[src/rtl/adder_serial_ctrl.sv]
// Serial WIDTH-bit add/subtract sequencer.
// Feeds one nibble per clock, LSB first, through a shared 4-bit
// ripple-carry adder slice. The inter-nibble carry lives in a register.
// Operands come in on a valid/ready request port, and the result goes out
// on a valid/ready response port.
//
// state | meaning
// ------+---------------------------------------------------------------
// IDLE  | waiting for a request; start_ready=1
// RUN   | stepping the slice one nibble per cycle; Sum fills from the top
// DONE  | result held stable with done_valid=1 until done_ready

// 4-bit ripple-carry adder slice; the shared bus adder this block drives.
module adder_slice4 (
  input  logic [3:0] a,
  input  logic [3:0] b,
  input  logic       ci,
  output logic [3:0] s,
  output logic       co
);

  logic [4:0] c;

  // Bit-by-bit ripple of the carry through the four full adders.
  always_comb begin
    s    = '0;
    c    = '0;
    c[0] = ci;
    for (int i = 0; i < 4; i++) begin
      s[i]   = a[i] ^ b[i] ^ c[i];
      c[i+1] = (a[i] & b[i]) | (a[i] & c[i]) | (b[i] & c[i]);
    end
    co = c[4];
  end

endmodule

module adder_serial_ctrl #(
  parameter int WIDTH = 16
) (
  input  logic             clk,
  input  logic             rst_n,
  input  logic             start_valid,
  output logic             start_ready,
  input  logic [WIDTH-1:0] A,
  input  logic [WIDTH-1:0] B,
  input  logic             Cin,
  input  logic             Sub,
  output logic [WIDTH-1:0] Sum,
  output logic             Cout,
  output logic             V,
  output logic             done_valid,
  input  logic             done_ready,
  output logic             busy
);

  localparam int NIB = WIDTH / 4;
  localparam int CW  = (NIB > 1) ? $clog2(NIB) : 1;

  generate
    if ((WIDTH % 4) != 0 || WIDTH < 8) begin : g_bad_width
      $error("adder_serial_ctrl: WIDTH must be a multiple of 4 and >= 8");
    end
  endgenerate

  typedef enum logic [1:0] {
    S_IDLE = 2'd0,
    S_RUN  = 2'd1,
    S_DONE = 2'd2
  } state_t;

  state_t           state_q, state_d;
  logic [CW-1:0]    cnt_q, cnt_d;
  logic             carry_q, carry_d;
  logic [WIDTH-1:0] opa_q, opa_d;
  logic [WIDTH-1:0] opb_q, opb_d;
  logic [WIDTH-1:0] sum_q, sum_d;
  logic             cout_q, cout_d;
  logic             v_q, v_d;

  logic [3:0]       slice_s;
  logic             slice_co;
  logic             last_step;

  // The slice always works on the current low nibble of the operand shifters.
  adder_slice4 u_slice (
    .a  (opa_q[3:0]),
    .b  (opb_q[3:0]),
    .ci (carry_q),
    .s  (slice_s),
    .co (slice_co)
  );

  assign last_step = (cnt_q == CW'(NIB - 1));

  // Next-state and datapath update for the sequencer.
  always_comb begin
    state_d = state_q;
    cnt_d   = cnt_q;
    carry_d = carry_q;
    opa_d   = opa_q;
    opb_d   = opb_q;
    sum_d   = sum_q;
    cout_d  = cout_q;
    v_d     = v_q;

    case (state_q)
      S_IDLE: begin
        if (start_valid) begin
          opa_d   = A;
          // Subtract is add of the one's complement with a forced carry-in.
          opb_d   = Sub ? ~B : B;
          carry_d = Sub ? 1'b1 : Cin;
          cnt_d   = '0;
          state_d = S_RUN;
        end
      end

      S_RUN: begin
        sum_d   = {slice_s, sum_q[WIDTH-1:4]};
        opa_d   = opa_q >> 4;
        opb_d   = opb_q >> 4;
        carry_d = slice_co;
        cnt_d   = cnt_q + CW'(1);
        if (last_step) begin
          // The final nibble carries the sign bits; overflow is judged there.
          cout_d  = slice_co;
          v_d     = (opa_q[3] == opb_q[3]) && (slice_s[3] != opa_q[3]);
          cnt_d   = '0;
          state_d = S_DONE;
        end
      end

      S_DONE: begin
        if (done_ready) begin
          state_d = S_IDLE;
        end
      end

      default: begin
        state_d = S_IDLE;
      end
    endcase
  end

  // State and datapath registers; reset abandons any in-flight operation.
  always_ff @(posedge clk or negedge rst_n) begin
    if (!rst_n) begin
      state_q <= S_IDLE;
      cnt_q   <= '0;
      carry_q <= 1'b0;
      opa_q   <= '0;
      opb_q   <= '0;
      sum_q   <= '0;
      cout_q  <= 1'b0;
      v_q     <= 1'b0;
    end else begin
      state_q <= state_d;
      cnt_q   <= cnt_d;
      carry_q <= carry_d;
      opa_q   <= opa_d;
      opb_q   <= opb_d;
      sum_q   <= sum_d;
      cout_q  <= cout_d;
      v_q     <= v_d;
    end
  end

  assign start_ready = (state_q == S_IDLE);
  assign busy        = (state_q != S_IDLE);
  assign done_valid  = (state_q == S_DONE);
  assign Sum         = sum_q;
  assign Cout        = cout_q;
  assign V           = v_q;

endmodule

[config.mk]
export PLATFORM = sky130hd
export DESIGN_NAME = adder_serial_ctrl
export DESIGN_NICKNAME = d
export VERILOG_FILES = /design/src/rtl/adder_serial_ctrl.sv
export SDC_FILE = /design/constraint.sdc
export NUM_CORES = 1
export LEC_CHECK = 0
export CORE_MARGIN = 1.5
export CORE_UTILIZATION = 56
export CTS_BUF_LIST = sky130_fd_sc_hd__clkbuf_2 sky130_fd_sc_hd__clkbuf_4 sky130_fd_sc_hd__clkbuf_8
export CTS_CLUSTER_DIAMETER = 120
export CTS_CLUSTER_SIZE = 24
export DETAILED_ROUTE_END_ITERATION = 8
export GPL_TIMING_DRIVEN = 0
export HOLD_SLACK_MARGIN = 0.1
export PLACE_DENSITY = 0.95
export SYNTH_ARGS = -nofsm -noshare
export SYNTH_HDL_FRONTEND = slang
export SYNTH_SLANG_ARGS = --single-unit
[constraint.sdc]
create_clock -name clk -period 5.3 [get_ports clk]
set_clock_uncertainty 0.1 [all_clocks]
set_input_delay 1.06 -clock clk [delete_from_list [all_inputs] [get_ports clk]]
set_output_delay 1.06 -clock clk [all_outputs]
set_load 0.01 [all_outputs]
Yosys cells after proc, flatten, opt, wreduce, memory -nomap -nowiden

Index checks and enable logic that the tools add are counted.

Bits in registers: 55
Bits of input ports: 38
Output and inout port bits: 21

$add $sub $neg: 1
Equal/unequal tests: 8
Muxes and demuxes: 15
Bitwise operators: 29
Reduce and logical (&&, ||, !) cells: 7

Operators by type and width:

| cell                  | count |
|---|---|
| $pmux W16 S2          | 2 |
| $mux W16              | 3 |
| $not A16 Y16          | 1 |
| $and A1 B1 Y1         | 12 |
| $mux W2               | 5 |
| $or A1 B1 Y1          | 8 |
| $xor A1 B1 Y1         | 8 |
| $pmux W2 S3           | 1 |
| $eq A2 B2 Y1 const B  | 2 |
| $ne A2 B2 Y1 const B  | 2 |
| $pmux W2 S2           | 1 |
| $reduce_and A2 Y1     | 2 |
| $reduce_bool A2 Y1    | 2 |
| $reduce_and A3 Y1     | 1 |
| $add A2 B1 Y2 const B | 1 |
| $eq A2 B1 Y1 const B  | 1 |
| $logic_not A2 Y1      | 1 |
| $mux W1               | 2 |
| $ne A2 B1 Y1 const B  | 1 |
| $pmux W1 S2           | 1 |
| $eq A1 B1 Y1          | 1 |
| $logic_and A1 B1 Y1   | 1 |
| $ne A1 B1 Y1          | 1 |

Depth between registers and ports, before layout

Gate-level depths: netlist of the first run.

Word-level depth: 13
Gate-level depth with buffers: 9

By module

From an unflattened synthesis of the first run, not the netlist that was laid out.

Cells, all modules: 256
Area, all modules: 2722.6 µm²

By module, submodules not included:

| module            | instances | cells each | area an instance (µm²) | seq. area each (µm²) |
|---|---|---|---|---|
| adder_serial_ctrl | 1         | 242        | 2605.0                 | 1376.3 |
| adder_slice4      | 1         | 14         | 117.6                  | 0.0 |

Worst setup path before layout of the first run

Ideal clock, no wire load.

Path kind: register to register
Start: register carry_q
End: register v_q (netlist: V)
Library setup time: 0.095 ns
Arrival: 2.196 ns
Required time: 5.105 ns
Setup slack: 2.909 ns
Cell stages (with the launch flop): 10
Buffers on the path: 0
Clock period less this slack: 2.391 ns
Cells stage by stage: dfrtp_1 inv_1 fa_1 inv_1 fa_1 fa_1 inv_1 fa_1 xor2_1 o31ai_1

Longest elaborated chain between the ends: 12
Elaborated cells on any way between the ends: 15
Those cells by class: eq/ne (1); bitwise (13); reduce/logical (1)

Ends and longest elaborated chain:

| item                   | line | source |
|---|---|---|
| from (decl)            | 74   | `logic carry_q, carry_d;` |
| from (signal assigned) | 160  | `carry_q <= carry_d;` |
| $and A1 B1 Y1          | 31   | `c[i+1] = (a[i] & b[i]) \| (a[i] & c[i]) \| (b[i] & c[i]);` |
| $or A1 B1 Y1           | 31   |  |
| $or A1 B1 Y1 *         | 31   |  |
| $and A1 B1 Y1          | 31   |  |
| $or A1 B1 Y1           | 31   |  |
| $or A1 B1 Y1 *         | 31   |  |
| $and A1 B1 Y1          | 31   |  |
| $or A1 B1 Y1           | 31   |  |
| $or A1 B1 Y1 *         | 31   |  |
| $xor A1 B1 Y1 *        | 30   | `s[i] = a[i] ^ b[i] ^ c[i];` |
| $ne A1 B1 Y1 *         | 128  | `v_d = (opa_q[3] == opb_q[3]) && (slice_s[3] != opa_q[3]);` |
| $logic_and A1 B1 Y1 *  | 128  |  |
| to (signal assigned)   | 165  | `v_q <= v_d;` |
| to (decl)              | 79   | `logic v_q, v_d;` |

Mark *: on every way between the ends. The rest lies on a longest branch, timed or not.
A chain may end at the register's enable or synchronous reset.

Worst setup path after layout of the first run

Start: register state_q[0]
End: output port start_ready

Longest elaborated chain between the ends: 1

Ends and longest elaborated chain:

| item                   | line | source |
|---|---|---|
| from (decl)            | 72   | `state_t state_q, state_d;` |
| from (signal assigned) | 158  | `state_q <= state_d;` |
| $logic_not A2 Y1       | 169  | `assign start_ready = (state_q == S_IDLE);` |
| to (decl)              | 44   | `output logic start_ready,` |

No other way between the ends.

==> qor.csv, run 1 <==
metric,value,unit
status,completed,
core box area,4690,um2
latest clock arrival within the worst-skew pair,0.32,ns
post-synth top area share,0.509,
post-synthesis cell type count,28,
Adder-Cell Fraction of Synth Area,0.0389,
Setup-failing EPs final,0,
power per cell area,516,nW/um2
max incr delay on CP,0.52,ns
clk buf depth,2,
Worst slew margin,0.545,
r2r worst-path depth,9,
Yosys Warn Count,0,
WL final,6.21,mm
"Avg Cell Area, Syn",9.52,um2
Netlist Area Pre-Place,2710,um2
first-pass GRT wire length,10.8,mm
period utilization,0.572,
vias in the first global route,2346,
Port Buf Inserts,57,
vias post-DR,2347,
Avg WL per Cell,15.4,um
Post-synth top cells,"nand2_1, dfrtp_1, o21ai_0",
fin util,0.736,
Pleak,0.00153,uW
crit path kind,reg2out,
post-synthesis compound-gate area fraction,0.191,
DRC violations left,0,
CP Capture Type,output pin,
setup_tns,0,ns
clock sink total,55,
Synthesized Nets,328,
share of cells above drive strength 1,0.0743,
CTS hold repair buffers,0,
cell taking the most area after synthesis,dfrtp_1,
total congestion overflow,0,
main area contributors after synthesis,"dfrtp_1, nand2_1, o21ai_0",
"Req. time, crit path",4.14,ns
largest family of logic cells by synthesized area,compound AO/OA/AOI/OAI gates,
Max IR drop VDD,0.000330,V
initial antenna violation count,0,
"Max FO, Critical Path",10,
GP Congestion,0.835,
CTS tree,yes,
Slew @ Worst Pin,0.683,ns
placed insts,396,
dominant synthesized flop cell,dfrtp_1,
RSZ-0062 raised after global routing,false,
"Seq/Total Area, Yosys",0.509,
crit path time final,3.03,ns
Fin. Hold Viols,0,
Final Max Tran Viols,0,
nets,393,
Vias/cell,5.81,
DIE HEIGHT,72.5,um
"FF+latch count, synth",55,
fill cell count,362,
most frequent cell after synthesis,nand2_1,
mux cell area share after synthesis,0.00370,
Initial Util,0.577,
FP Rows,25,
setup fix buffers added after clock tree synthesis,0,
"FFs w/ async S/R, synth",1.00,
"Reg clk slew, reported paths",0.10,ns
"EDFF count, synth",0,
post-route cell area,3450,um2
initial DRC count,98,
Max Freq,330,MHz
dpl cell area,3360,um2
Critical Path Start,state_q[0]$_DFFE_PN0P_,
Area Growth Syn to Fin,27.6,%
DP HPWL,4.61,mm
reg2reg setup slack,2.68,ns
worst path arrival time,1.87,ns
DR pass1 iterations,4,
critical path's slowest cell,clkdlybuf4s50_1,
Antenna Diode Count,0,
cells after synthesis,284,
xor/xnor share of the synthesized area,0.0550,
max-cap viol count,0,
Pwr Total,1780,uW
Crit Reg-Reg Endpoint,V$_DFFE_PN0P_,
crit path cell chain,"buf_2, or2_2, inv_1, clkdlybuf4s50_1",
Hold Crit Class,reg2reg,
synthesized-area fraction occupied by and/or/nand/nor cells,0.154,
H-tree Lvls,2,
CP startpoint kind,register,
"non-filler cells, final",404,
largest net degree at the start of global routing,31,
RR Startpoint,opb_q[0]$_DFFE_PN0P_,
total die area,5260,um2
Die W,72.5,um
I/O pin cnt,59,
Final ANT Viol Nets,0,
end of the critical path,start_ready,
post-CTS sizing,0,
clock buffer count from CTS,5,
Root Buffer,clkbuf_8,
gr usage total,0.268,
[worst max-delay path, delay by kind of cell (launching register included)]
kind,cells,cell delay (ns)
buffers and inverters,3,0.79
DFF,1,0.44
and+or+nand+nor,1,0.32
[cell families after synthesis]
kind of cell | Yosys count
muxes | 1
AOI/OAI and AO/OA | 80
adders and majority gates | 6
xor gates and xnor gates | 17
and+or+nand+nor | 95
DFF | 55
buffers and inverters | 30
[per-stage QoR]
stage | worst slack, ns | hold slack (ns)
global route | 2.18 | 0.407
CTS | 2.26 | 0.385
detailed placement | 2.52 | 0.361
floorplan | 2.91 | 0.357
global placement | 1.47 | 0.356
finish | 2.27 | 0.379
[registers in the layout (all words and copies together), names as in the netlist]
name and flops:
Sum 16, opa_q 16, opb_q 16, cnt_q 2, state_q 2, Cout 1, V 1, carry_q 1
[placed cells by master (no fill, tap or decap), types with 2 or more instances in the layout]
master,count
or2_2,2
nand2_1,67
fa_1,4
a221o_1,4
inv_1,10
clkinv_4,2
clkbuf_8,5
a21oi_1,14
ha_1,2
o31ai_1,2
o211ai_1,5
xnor2_1,12
o21ai_0,29
dfrtp_1,55
xor2_1,5
nor2_1,6
clkdlybuf4s50_1,56
o221ai_1,3
a2bb2oi_1,3
buf_2,12
buf_4,2
nand2b_1,2
nor2b_1,16
clkbuf_1,7
a22oi_1,17
[how the worst min path moves through the flow]
stage	from	to	slack, ns	cells past startpoint
after detailed placement	Sum[1]$_DFFE_PN0P_	Sum[1]$_DFFE_PN0P_	0.36	2
after CTS	Sum[1]$_DFFE_PN0P_	Sum[1]$_DFFE_PN0P_	0.39	2
final	Sum[1]$_DFFE_PN0P_	Sum[1]$_DFFE_PN0P_	0.38	2
after floorplan	opb_q[4]$_DFFE_PN0P_	opb_q[4]$_DFFE_PN0P_	0.36	2
after global routing	Sum[1]$_DFFE_PN0P_	Sum[1]$_DFFE_PN0P_	0.41	2
after global placement	Sum[3]$_DFFE_PN0P_	Sum[3]$_DFFE_PN0P_	0.36	2
[power by group]
| part | internal [uW] | switching, uW |
|---|---|---|
| clock | 94.8 | 146 |
| sequential | 592 | 131 |
| combinational | 377 | 442 |
[per-layer routing]
| metal | track usage | wire length (um) |
|---|---|---|
| met1 | 0.331 | 2560 |
| met5 | 0 | 0 |
| met2 | 0.453 | 3160 |
| met3 | 0.0611 | 362 |
| met4 | 0.119 | 116 |
[final cells by class]
| cell class | instances | area (um2) | area share |
|---|---|---|---|
| multi-input combinational | 199 | 1190 | 0.346 |
| clock inverter | 3 | 25.0 | 0.00725 |
| inverter | 10 | 37.5 | 0.0109 |
| clock buffer | 5 | 68.8 | 0.0199 |
| tap | 54 | 67.6 | 0.0196 |
| timing repair buffer | 58 | 586 | 0.170 |
| buffer | 20 | 96.3 | 0.0279 |
| sequential | 55 | 1380 | 0.399 |
No activity file was read; power rests on OpenSTA's default activity.
==> run 2: changes to the inputs <==
--- a/config.mk
+++ b/config.mk
@@ -6,14 +6,14 @@
 export NUM_CORES = 1
 export LEC_CHECK = 0
 export CORE_MARGIN = 1.5
-export CORE_UTILIZATION = 56
+export CORE_UTILIZATION = 52
 export CTS_BUF_LIST = sky130_fd_sc_hd__clkbuf_2 sky130_fd_sc_hd__clkbuf_4 sky130_fd_sc_hd__clkbuf_8
 export CTS_CLUSTER_DIAMETER = 120
 export CTS_CLUSTER_SIZE = 24
 export DETAILED_ROUTE_END_ITERATION = 8
 export GPL_TIMING_DRIVEN = 0
 export HOLD_SLACK_MARGIN = 0.1
-export PLACE_DENSITY = 0.95
+export PLACE_DENSITY = 0.91
 export SYNTH_ARGS = -nofsm -noshare
 export SYNTH_HDL_FRONTEND = slang
 export SYNTH_SLANG_ARGS = --single-unit
==> constraint.sdc (replaced) <==
create_clock -name clk -period 3.1 [get_ports clk]
set_clock_uncertainty 0.1 [all_clocks]
set_input_delay 0.62 -clock clk [delete_from_list [all_inputs] [get_ports clk]]
set_output_delay 0.62 -clock clk [all_outputs]
set_load 0.01 [all_outputs]
==> qor.csv, run 2 (synthesis results as in run 1) <==
metric,value,unit,change
"Max FO, Critical Path",3,,-7
Final Max Tran Viols,0,,unchanged
largest net degree at the start of global routing,43,,+39%
"non-filler cells, final",420,,+4.0%
CP startpoint kind,register,,
total die area,5640,um2,+7.4%
H-tree Lvls,2,,unchanged
initial antenna violation count,0,,unchanged
Port Buf Inserts,57,,unchanged
Comb power frac,0.457,,-0.003
DR pass1 iterations,4,,unchanged
Die W,75.1,um,+3.6%
Initial Util,0.533,,-0.0435
"commonest non-fill, non-tap cells in the layout","nand2_1, clkdlybuf4s50_1, dfrtp_1",,
period utilization,0.847,,
Flop pwr share,0.402,,-0.004
Setup-failing EPs final,0,,unchanged
power per cell area,884,nW/um2,+71%
share of cells above drive strength 1,0.0743,,unchanged
CP Capture Type,register,,
gr usage total,0.252,,-0.0161
setup fix buffers added after clock tree synthesis,0,,unchanged
Pleak,0.00154,uW,+0.69%
total congestion overflow,0,,unchanged
reg2reg setup slack,0.48,ns,-2.20 ns
clk buf depth,2,,unchanged
Critical Path Start,opb_q[0]$_DFFE_PN0P_,,
"Reg clk slew, reported paths",0.10,ns,about the same
placed insts,412,,+4.0%
GP Congestion,0.788,,-5.7%
latest clock arrival within the worst-skew pair,0.31,ns,about the same
Worst slew margin,0.618,,+0.0729
crit path time final,2.62,ns,
post-CTS sizing,0,,unchanged
worst path arrival time,2.74,ns,+0.87 ns
RR Startpoint,opb_q[0]$_DFFE_PN0P_,,
Final ANT Viol Nets,0,,unchanged
Fin. Hold Viols,0,,unchanged
CTS tree,yes,,
CTS hold repair buffers,0,,unchanged
crit path kind,reg2reg,,
vias in the first global route,2224,,-5.2%
"Req. time, crit path",3.21,ns,-0.93 ns
fill cell count,420,,+16%
initial DRC count,126,,+29%
Pint,1870,uW,+76%
DP HPWL,4.68,mm,+1.6%
max-cap viol count,0,,unchanged
fin worst setup slack,0.475,ns,-1.79 ns
Max Freq,381,MHz,
RSZ-0062 raised after global routing,false,,
I/O pin cnt,59,,unchanged
core box area,5070,um2,+8.2%
Hold Crit Class,in2async,,
FP Rows,26,,+4.0%
Clock power frac,0.141,,+0.006
Root Buffer,clkbuf_8,,
WL final,6.33,mm,+2.0%
Area Growth Syn to Fin,28.7,%,
DRC violations left,0,,unchanged
Avg WL per Cell,15.1,um,-1.9%
"commonest non-fill, non-tap cell in the layout",nand2_1,,
first-pass GRT wire length,10.5,mm,-2.6%
Max IR drop VDD,0.000481,V,+46%
Place WS,0.475,ns,-2.05 ns
nets,393,,unchanged
Psw,1210,uW,+68%
clock sink total,55,,unchanged
vias post-DR,2284,,-2.7%
Antenna Diode Count,0,,unchanged
Slew @ Worst Pin,0.572,ns,-0.111 ns
sw frac,0.392,,-0.0114
DIE HEIGHT,75.1,um,+3.6%
clock buffer count from CTS,5,,unchanged
Vias/cell,5.44,,-6.4%
status,completed,,
## run 2: metrics by stage
| step | cell area [um2] | utilization | total power (uW) | setup TNS [ns] | hold WS [ns] |
|---|---|---|---|---|---|
| 2_1_floorplan | 2710 | - | 2050 | 0 | 0.224 |
| 3_3_place_gp | 3360 | 0.663 | 2550 | -14.02 | 0.357 |
| 3_5_place_dp | 3380 | 0.666 | 2650 | 0 | 0.369 |
| 4_1_cts | 3480 | 0.686 | 3090 | 0 | 0.109 |
| 5_1_grt | 3480 | 0.686 | 3310 | 0 | 0.115 |
| 6_report | 3480 | 0.686 | 3080 | 0 | 0.111 |
## run 2: worst max-delay path, stage by stage (launching register included)
cell and delay, ns:
dfrtp_1 0.41, inv_1 0.11, fa_1 0.18, inv_1 0.06
fa_1 0.40, fa_1 0.38, inv_1 0.08, fa_1 0.44
xor2_1 0.18, o31ai_1 0.21
## run 2: final cells by class
| cell class | instances | area [um2] | share of cell area |
|---|---|---|---|
| buffer | 20 | 96.3 | 0.0277 |
| tap | 70 | 87.6 | 0.0252 |
| multi-input combinational | 199 | 1190 | 0.343 |
| inverter | 10 | 37.5 | 0.0108 |
| timing repair buffer | 58 | 586 | 0.168 |
| sequential | 55 | 1380 | 0.395 |
| clock buffer | 8 | 104 | 0.0298 |
## run 2: final timing paths
check,to,cells after the start
max,V$_DFFE_PN0P_,9
min,Sum[4]$_DFFE_PN0P_,1
max reg2reg,V$_DFFE_PN0P_,9
min reg2reg,Sum[1]$_DFFE_PN0P_,2
max in group asynchronous,opa_q[15]$_DFFE_PN0P_,2
min in group clk,Sum[1]$_DFFE_PN0P_,2
## run 2: power by group through the flow
stage | logic (uW) | clock network (uW) | registers (uW)
after CTS | 1410 | 442 | 1230
final | 1410 | 435 | 1240
after detailed placement | 1410 | 0 | 1250
after global placement | 1330 | 0 | 1230
after floorplan | 821 | 0 | 1230
after global routing | 1570 | 471 | 1270
## run 2: routing by layer
layer  vias up  track usage  wire [um]
met5         -            0          0
met4         0       0.0970        182
met3        14       0.0562        399
met2       108        0.414       3130
met1      1075        0.328       2620
li1       1087            -          -
